$ cat src/rtl/spn_cu_pkg.sv
// rtl/spn_cu_pkg.sv - SPN crypto-unit opcodes, status codes and arbiter state type.
package spn_cu_pkg;

   localparam logic [1:0] OP_NO_OP    = 2'b00;
   localparam logic [1:0] OP_ENCRYPT  = 2'b01;
   localparam logic [1:0] OP_DECRYPT  = 2'b10;
   localparam logic [1:0] OP_UNDEF    = 2'b11;

   localparam logic [1:0] STS_NOT_VALID    = 2'b00;
   localparam logic [1:0] STS_ENCRYPT_OK   = 2'b01;
   localparam logic [1:0] STS_DECRYPT_OK   = 2'b10;
   localparam logic [1:0] STS_INTERNAL_ERR = 2'b11;

   typedef enum logic [1:0] {
      IDLE,
      ISSUE,
      CAPTURE,
      RESP
   } spn_arb_state_t;

   // Status the core must report for a given opcode when it behaves correctly.
   function automatic logic [1:0] spn_expected_status(input logic [1:0] op);
      logic [1:0] sts;
      case (op)
         OP_ENCRYPT: sts = STS_ENCRYPT_OK;
         OP_DECRYPT: sts = STS_DECRYPT_OK;
         OP_UNDEF:   sts = STS_INTERNAL_ERR;
         default:    sts = STS_NOT_VALID;
      endcase
      return sts;
   endfunction

endpackage

$ cat src/rtl/spn_rr_arbiter.sv
// rtl/spn_rr_arbiter.sv - Combinational round-robin pick starting after the last granted index.
module spn_rr_arbiter #(
   parameter int NUM_REQ = 4,
   parameter int ID_W    = $clog2(NUM_REQ)
) (
   input  logic [NUM_REQ-1:0] i_req,
   input  logic [ID_W-1:0]    i_ptr,
   output logic [NUM_REQ-1:0] o_grant,
   output logic [ID_W-1:0]    o_idx,
   output logic               o_any
);

   always_comb begin
      int            w_cand;
      logic [ID_W-1:0] w_cand_idx;
      w_cand     = 0;
      w_cand_idx = '0;
      o_grant    = '0;
      o_idx      = '0;
      o_any      = 1'b0;
      for (int k = 1; k <= NUM_REQ; k++) begin
         w_cand     = (int'(i_ptr) + k) % NUM_REQ;
         w_cand_idx = ID_W'(w_cand);
         if (!o_any && i_req[w_cand_idx]) begin
            o_any               = 1'b1;
            o_grant[w_cand_idx] = 1'b1;
            o_idx               = w_cand_idx;
         end
      end
   end

endmodule

$ cat src/rtl/spn_cu_arbiter.sv
// rtl/spn_cu_arbiter.sv - Round-robin sharing of one SPN crypto core among NUM_REQ requesters.
// Optional per-requester grant counters are built when SPN_ARB_STATS_EN is defined.
module spn_cu_arbiter
   import spn_cu_pkg::*;
#(
   parameter int NUM_REQ = 4,
   parameter int KEY_W   = 32
) (
   input  logic                            clk,
   input  logic                            rst,
   input  logic [NUM_REQ-1:0]              req_valid,
   output logic [NUM_REQ-1:0]              req_ready,
   input  logic [NUM_REQ-1:0][1:0]         req_opcode,
   input  logic [NUM_REQ-1:0][15:0]        req_data,
   input  logic [NUM_REQ-1:0][KEY_W-1:0]   req_key,
   output logic [NUM_REQ-1:0]              resp_valid,
   input  logic [NUM_REQ-1:0]              resp_ready,
   output logic [15:0]                     resp_data,
   output logic [1:0]                      resp_status,
   output logic [1:0]                      core_opcode,
   output logic [15:0]                     core_data_in,
   output logic [KEY_W-1:0]                core_key,
   input  logic [15:0]                     core_data_out,
   input  logic [1:0]                      core_valid,
   output logic                            busy,
   output logic                            err_sticky,
   output logic [NUM_REQ-1:0][15:0]        grant_count
);

   localparam int ID_W = $clog2(NUM_REQ);

   spn_arb_state_t    r_state;
   spn_arb_state_t    w_state_nxt;
   logic [ID_W-1:0]   r_ptr;
   logic [ID_W-1:0]   r_gnt;
   logic [1:0]        r_op;
   logic [15:0]       r_data;
   logic [KEY_W-1:0]  r_key;
   logic [15:0]       r_resp_data;
   logic [1:0]        r_resp_status;
   logic              r_err;
   logic [NUM_REQ-1:0] w_rr_grant;
   logic [ID_W-1:0]   w_rr_idx;
   logic              w_rr_any;
   logic              w_accept;

   spn_rr_arbiter #(
      .NUM_REQ (NUM_REQ),
      .ID_W    (ID_W)
   ) u_rr (
      .i_req   (req_valid),
      .i_ptr   (r_ptr),
      .o_grant (w_rr_grant),
      .o_idx   (w_rr_idx),
      .o_any   (w_rr_any)
   );

   always_ff @(posedge clk) begin
      if (rst) r_state <= IDLE;
      else     r_state <= w_state_nxt;
   end

   // Grants are suppressed while rst is high so no acceptance is visible during reset.
   always_comb begin
      w_state_nxt = r_state;
      req_ready   = '0;
      resp_valid  = '0;
      core_opcode = OP_NO_OP;
      case (r_state)
         IDLE: begin
            if (w_rr_any && !rst) begin
               req_ready   = w_rr_grant;
               w_state_nxt = (req_opcode[w_rr_idx] == OP_NO_OP) ? RESP : ISSUE;
            end
         end
         ISSUE: begin
            core_opcode = r_op;
            w_state_nxt = CAPTURE;
         end
         CAPTURE: w_state_nxt = RESP;
         RESP: begin
            resp_valid[r_gnt] = 1'b1;
            if (resp_ready[r_gnt]) w_state_nxt = IDLE;
         end
         default: w_state_nxt = IDLE;
      endcase
   end

   assign w_accept = |req_ready;

   always_ff @(posedge clk) begin
      if (rst) begin
         r_ptr         <= ID_W'(NUM_REQ - 1);
         r_gnt         <= '0;
         r_op          <= OP_NO_OP;
         r_data        <= '0;
         r_key         <= '0;
         r_resp_data   <= '0;
         r_resp_status <= STS_NOT_VALID;
         r_err         <= 1'b0;
      end else begin
         if (w_accept) begin
            r_gnt  <= w_rr_idx;
            r_ptr  <= w_rr_idx;
            r_op   <= req_opcode[w_rr_idx];
            r_data <= req_data[w_rr_idx];
            r_key  <= req_key[w_rr_idx];
            if (req_opcode[w_rr_idx] == OP_NO_OP) begin
               r_resp_data   <= '0;
               r_resp_status <= STS_NOT_VALID;
            end
         end
         if (r_state == CAPTURE) begin
            r_resp_data <= core_data_out;
            if (core_valid != spn_expected_status(r_op)) begin
               r_resp_status <= STS_INTERNAL_ERR;
               r_err         <= 1'b1;
            end else begin
               r_resp_status <= core_valid;
            end
         end
      end
   end

   assign core_data_in = r_data;
   assign core_key     = r_key;
   assign resp_data    = r_resp_data;
   assign resp_status  = r_resp_status;
   assign err_sticky   = r_err;
   assign busy         = (r_state != IDLE);

`ifdef SPN_ARB_STATS_EN
   logic [NUM_REQ-1:0][15:0] r_grant_count;

   always_ff @(posedge clk) begin
      if (rst) begin
         r_grant_count <= '0;
      end else begin
         for (int i = 0; i < NUM_REQ; i++) begin
            if (req_ready[i] && (r_grant_count[i] != 16'hFFFF))
               r_grant_count[i] <= r_grant_count[i] + 16'd1;
         end
      end
   end

   assign grant_count = r_grant_count;
`else
   assign grant_count = '0;
`endif

endmodule

$ cat config.mk
export PLATFORM = sky130hd
export DESIGN_NAME = spn_cu_arbiter
export DESIGN_NICKNAME = d
export VERILOG_FILES = /design/src/rtl/spn_cu_pkg.sv /design/src/rtl/spn_rr_arbiter.sv /design/src/rtl/spn_cu_arbiter.sv
export SDC_FILE = /design/constraint.sdc
export NUM_CORES = 1
export LEC_CHECK = 0
export BUFFER_PORTS_ARGS = -buffer_cell sky130_fd_sc_hd__buf_4
export CAP_MARGIN = 10
export CORE_AREA = 2 2 143 145
export CTS_BUF_LIST = sky130_fd_sc_hd__clkbuf_2
export CTS_CLUSTER_SIZE = 28
export DETAILED_ROUTE_END_ITERATION = 6
export DIE_AREA = 0 0 145 147
export GPL_TIMING_DRIVEN = 1
export SYNTH_ARGS = -nofsm -noshare
export SYNTH_HDL_FRONTEND = slang
export SYNTH_SLANG_ARGS = --single-unit
$ cat constraint.sdc
create_clock -name clk -period 4 [get_ports clk]
set_clock_uncertainty 0.1 [all_clocks]
set_input_delay 0 -clock clk [delete_from_list [all_inputs] [get_ports clk]]
set_output_delay 0 -clock clk [all_outputs]
set_load 0.01 [all_outputs]
==> results of run 1 <==
[registers in the layout (all words and copies together) (netlist names)]
signal,cells
resp_status,2
core_data_in,16
err_sticky,1
r_state,2
core_key,32
r_gnt,2
r_op,2
resp_data,16
r_ptr,2
[per-layer routing]
metal  share of wire, %  vias up  wire length, um  global-route usage [%]
met4                4.8        0             1161                   13.07
met5                  0        -                0                       0
met2                 50      366            12230                   40.33
met1                 39     3410             9541                   24.69
met3                6.1       80             1502                   4.006
li1                   -     3555                -                       -
[critical path: cells and delay by family, from the launching register on]
family	cells	cell delay, ns
buffers and inverters	4	0.86
AOI/OAI and AO/OA	3	0.98
adders and majority gates	1	0.33
DFF	1	0.48
muxes	1	0.59
and+or+nand+nor	2	0.31
[where the power goes]
group          switching (mW)  leakage (nW)  internal, mW
logic                    2.55          3.96          1.97
clock network           0.318        0.0595        0.0800
registers               0.134         0.615         0.983
[area by class of cell]
class | instances | area [um^2]
Tap cell | 270 | 337.8
Timing Repair Buffer | 546 | 4745
Antenna cell | 1 | 2.502
Clock buffer | 9 | 45.04
Clock inverter | 7 | 43.79
Sequential cell | 75 | 1503
Fill cell | 1806 | 9579
Multi-Input combinational cell | 602 | 3566
Inverter | 6 | 22.52
[worst max-delay path by stage]
stage          slack, ns             startpoint                 endpoint
6_report            0.26  r_ptr[1]$_SDFFE_PP1P_  r_state[1]$_SDFFE_PP0P_
3_5_place_dp        0.17  r_ptr[1]$_SDFFE_PP1P_  r_state[1]$_SDFFE_PP0P_
4_1_cts             0.12  r_ptr[1]$_SDFFE_PP1P_  r_state[1]$_SDFFE_PP0P_
2_1_floorplan       0.30  r_ptr[0]$_SDFFE_PP1P_    r_gnt[0]$_SDFFE_PP0P_
5_1_grt             0.06  r_ptr[1]$_SDFFE_PP1P_  r_state[1]$_SDFFE_PP0P_
3_3_place_gp        0.18  r_ptr[1]$_SDFFE_PP1P_  r_state[1]$_SDFFE_PP0P_
[placed cells by master (no fill, tap or decap), types with 5 or more instances in the layout]
master,instances
a211oi_1,50
a21oi_1,60
a311o_1,50
and3_1,51
buf_12,8
buf_4,320
clkbuf_2,9
conb_1,64
dfxtp_1,74
dlygate4sd3_1,218
ha_1,12
inv_1,6
mux2i_1,5
mux4_2,5
nand2_1,187
nand3_1,27
nor2_1,13
nor2b_1,5
nor3b_1,19
o211ai_1,16
[timing repair]
action / CTS / global route
hold buffers: 218 / 0
endpoints found under the setup margin: 0 / 23
gates resized for setup: 0 / 2
hold endpoints to repair: 70 / 0
[per-stage QoR]
stage          util, %  setup slack (ns)  cells  instance area [um^2]
2_1_floorplan        -            0.2999    821                  5893
3_3_place_gp     40.22            0.1757   1281                  7981
3_5_place_dp     40.22            0.1673   1281                  7981
4_1_cts          51.66            0.1234   1515                 10250
5_1_grt          51.73           0.06166   1516                 10260
6_report         51.73            0.2557   1516                 10260
[logic make-up after synthesis]
family	Yosys count	synth area share, %
AND/OR/NAND/NOR	319	26.68
AO/OA/AOI/OAI	193	25.37
buffers and inverters	144	15.11
flip-flops	75	26.54
adder cells (fa/ha/maj)	12	2.654
multiplexers	12	3.274
XOR/XNOR	2	0.3097
other	1	0.06629
==> results.cfg, run 1 <==
[clock_network]
clockBufferDepth = 2
clk_pin_slew_worst_paths_ns = 0.24
cts_tree = yes
clock_latency_ns = 0.56
numCtsBuffers = 9
clockRootBuffer = clkbuf_2
post-cts-setup-buffer-count = 0
clkSinkCount = 75
cts.htree.levels = 3

[route]
drcViolationCount = 0
routedWlPerCell_um = 16.12
vias = 7411
firstDrtPassIters = 5
post_drt_via_cell_ratio = 4.889
wirelength_um = 24430
postRouteAntennaNets = 0
drt_iter0_drc = 366

[sta]
hold_violations = 0
finalSetupViolations = 0
fmaxAchievable_ghz = 0.2671
rsz0062_at_grt = false
tns_ns = 0
final-max-slew-violation-count = 0
min_period_over_period_pct = 93.61
relSlewSlack_pct = 31.09
whs_ns = 0.07163
worstMarginPinSlew_ns = 1.034
min_period_ns = 3.744

[global_route]
grtUsageTotal_pct = 22.36
grt_pass1_wl_um = 38830
grt_overflow = 0
grt_pass1_vias = 7695
antenna_found_initial = 1
grt_max_degree = 92

[placed_design]
gp_congestion = 0.8058
port_buffers = 305
hpwlAfterDp_um = 15170

[logic_synthesis]
synth-async-reset-ratio_pct = 0
ys_top_cells_by_count = nand2_1 (188), dfxtp_1 (75), buf_4 (67)
syn_area_per_cell_um2 = 7.463
synthFlopType = dfxtp_1
synth-seq-area-share_pct = 26.54
yosysWarnings = 0
synth_area_leaders = dfxtp_1 (27%), nand2_1 (12%), buf_4 (8.9%), a311o_1 (8.8%), a211oi_1 (6.6%)
synth_seq_cells = 75
synth_edf_count = 0
synth_area_mm2 = 0.005657
synth_top_area_share_pct = 26.54
yosysTopAreaCell = dfxtp_1
yosysUniqueCellTypes = 42
synth.most_common_cell = nand2_1
syn_inst = 758

[worst_hold_path]
hp-class = input pin to flip-flop
min_from = req_key[91]
whs_path_depth = 5
whs_endpoint = core_key[27]$_SDFFE_PP0P_

[setup_path]
reg2regPathDepth = 11
slowest_delay_ns = 0.63
crit_top_cell = buf_4
crit_chain = inv_1 -> ha_1 -> mux4_2 -> nor2b_1 -> a222oi_1 -> buf_4 -> buf_12 -> a21o_1 -> buf_4 -> nand2_1 -> o221a_2
cp_data_required_time_ns = 4.39
cp_max_fo = 39
r2r-start = r_ptr[1]$_SDFFE_PP1P_
r2r_slack_ns = 0.26
worstSetupPathType = flip-flop to flip-flop
crit_slowest_cell = a222oi_1
endpoint_kind = flip-flop
reg2reg_to = r_state[1]$_SDFFE_PP0P_
startpoint_type = flip-flop
arrival_ns = 4.13

[floorplanning]
die_h_um = 147
rows = 52
top_level_ports = 370
dieArea_mm2 = 0.02132
fp.dieW_um = 145
start_util_pct = 28.51
coreArea_mm2 = 0.01984

[power]
power.total_mw = 6.043
power.density_mw_per_mm2 = 588.7
p_leak_nw = 4.635
ir_drop_mv = 0.6050

[layout]
fin_nets = 1480
areaGrowthSynthToFinish_pct = 81.46
final_layout_size_suffix_gt1_share_pct = 28.84

[run_status]
outcome = complete, no violations

[job]
drv_cap = 0
No activity file was read; power rests on OpenSTA's default activity.
==> inputs of run 2 (changes only) <==
PLACE_DENSITY_LB_ADDON = 0.2   (was unset)
==> results.cfg, run 2 (synthesized netlist as in run 1, its figures left out) <==
[clock_network]
clockBufferDepth = 2
clkSinkCount = 75
clock_latency_ns = 0.56
cts_tree = yes
clockRootBuffer = clkbuf_2
clk_pin_slew_worst_paths_ns = 0.22
cts.htree.levels = 3
numCtsBuffers = 9

[setup_path]
worstSetupPathType = flip-flop to flip-flop
cp_data_required_time_ns = 4.32
endpoint_kind = flip-flop
startpoint_type = flip-flop
cp_max_fo = 68
arrival_ns = 3.95

[floorplanning]
fp.dieW_um = 145
rows = 52
start_util_pct = 28.51
dieArea_mm2 = 0.02132
top_level_ports = 370
coreArea_mm2 = 0.01984
die_h_um = 147

[route]
post_drt_via_cell_ratio = 4.857
vias = 7383
postRouteAntennaNets = 0
routedWlPerCell_um = 16.26
drt_iter0_drc = 368
drcViolationCount = 0
wirelength_um = 24710
firstDrtPassIters = 5

[sta]
final-max-slew-violation-count = 0
fmaxAchievable_ghz = 0.2753
min_period_ns = 3.633
min_period_over_period_pct = 90.81
tns_ns = 0
timing.final.ws_setup_ns = 0.3675
whs_ns = 0.05729
hold_violations = 0
rsz0062_at_grt = false
finalSetupViolations = 0
relSlewSlack_pct = 28.05
worstMarginPinSlew_ns = 1.079

[layout]
finalNonFillerCells = 1520
final_layout_size_suffix_gt1_share_pct = 29.17
fin_nets = 1483
fillers = 1876
final_util_pct = 51.93
final_common_cell = buf_4
fin_area_mm2 = 0.01030
layout_common_cells = buf_4 (327), dlygate4sd3_1 (216), nand2_1 (187)
largest_register_ff_count = 32
areaGrowthSynthToFinish_pct = 82.17

[global_route]
grt_max_degree = 92
grtUsageMet2_pct = 39.81
met1_usage_pct = 25.72
grt_pass1_vias = 7304
grt_busiest_layer = met2
met3_usage_pct = 4.286
grtUsageTotal_pct = 22.14
grt_overflow = 0
antenna_found_initial = 2
grt_pass1_wl_um = 38260

[run_status]
outcome = complete, no violations

[placed_design]
gp_congestion = 0.8270
dpl_worst_slack_ns = 0.1702
port_buffers = 305
hpwlAfterDp_um = 15990
dp_cells = 1283
placed_area_mm2 = 0.007959

[power]
power.density_mw_per_mm2 = 595.5
power.total_mw = 6.136
ir_drop_mv = 0.3359
p_leak_nw = 4.665

[job]
drv_cap = 0

[worst_hold_path]
hp-class = input pin to flip-flop
==> run 2: changes by cell type in the layout (fill, tap and decap cells not counted) <==
cell	before	now
clkinv_4	1	0
nand2_2	0	1
diode_2	1	2
bufinv_16	0	3
inv_6	1	0
clkbuf_2	9	11
nand2_8	1	0
buf_12	8	5
dlygate4sd3_1	218	216
nand2_4	0	1
clkinv_2	3	0
buf_4	320	327
==> run 2: power by group <==
group	switching, mW	leakage (nW)	total (mW)	internal [mW]
Combinational	2.51	3.96	4.44	1.93
Sequential	0.138	0.615	1.12	0.983
Clock	0.303	0.0898	0.575	0.272
==> run 2: worst max-delay path: stages, from the launching register on <==
cell and delay, ns:
dfxtp_2 0.47, inv_1 0.14, ha_1 0.34, mux4_2 0.59
or4_4 0.59, nand3b_2 0.12, a21oi_1 0.10, nor4_4 0.45
buf_12 0.32, a311o_1 0.16, a21oi_1 0.06
==> run 2: what timing repair did <==
item                                    CTS  global route
hold buffers                            216             0
endpoints found under the setup margin    0            67
gates resized for setup                   0             1
buffers inserted                          0             2
hold endpoints to repair                 69             0
==> run 2: path summary, 6_finish.rpt <==
path	from	endpoint	slack (ns)	depth (start not counted)
worst max-delay path	r_ptr[1]$_SDFFE_PP1P_	core_key[10]$_SDFFE_PP0P_	0.37	10
worst max register to register	r_ptr[1]$_SDFFE_PP1P_	core_key[10]$_SDFFE_PP0P_	0.37	10
worst min-delay path	resp_ready[3]	r_state[0]$_SDFFE_PP0P_	0.06	6
worst min register to register	err_sticky$_SDFFE_PP0P_	err_sticky$_SDFFE_PP0P_	0.36	2
==> run 2: cell type report <==
class	instances	area [um^2]	area share [%]
clock inverters	5	101.3	0.9835
flip-flops and latches	75	1503	14.58
diodes	2	5.005	0.04857
well taps	270	337.8	3.278
clock buffers	11	55.05	0.5342
multi-input cells	603	3563	34.58
repair buffers	548	4717	45.77
inverters	6	22.52	0.2186
==> run 2: routing by layer <==
layer  vias to the layer above  wire [um]
met5                         -          0
met3                        59       1658
met2                       339      12310
met4                         0        919
met1                      3424       9827
li1                       3561          -
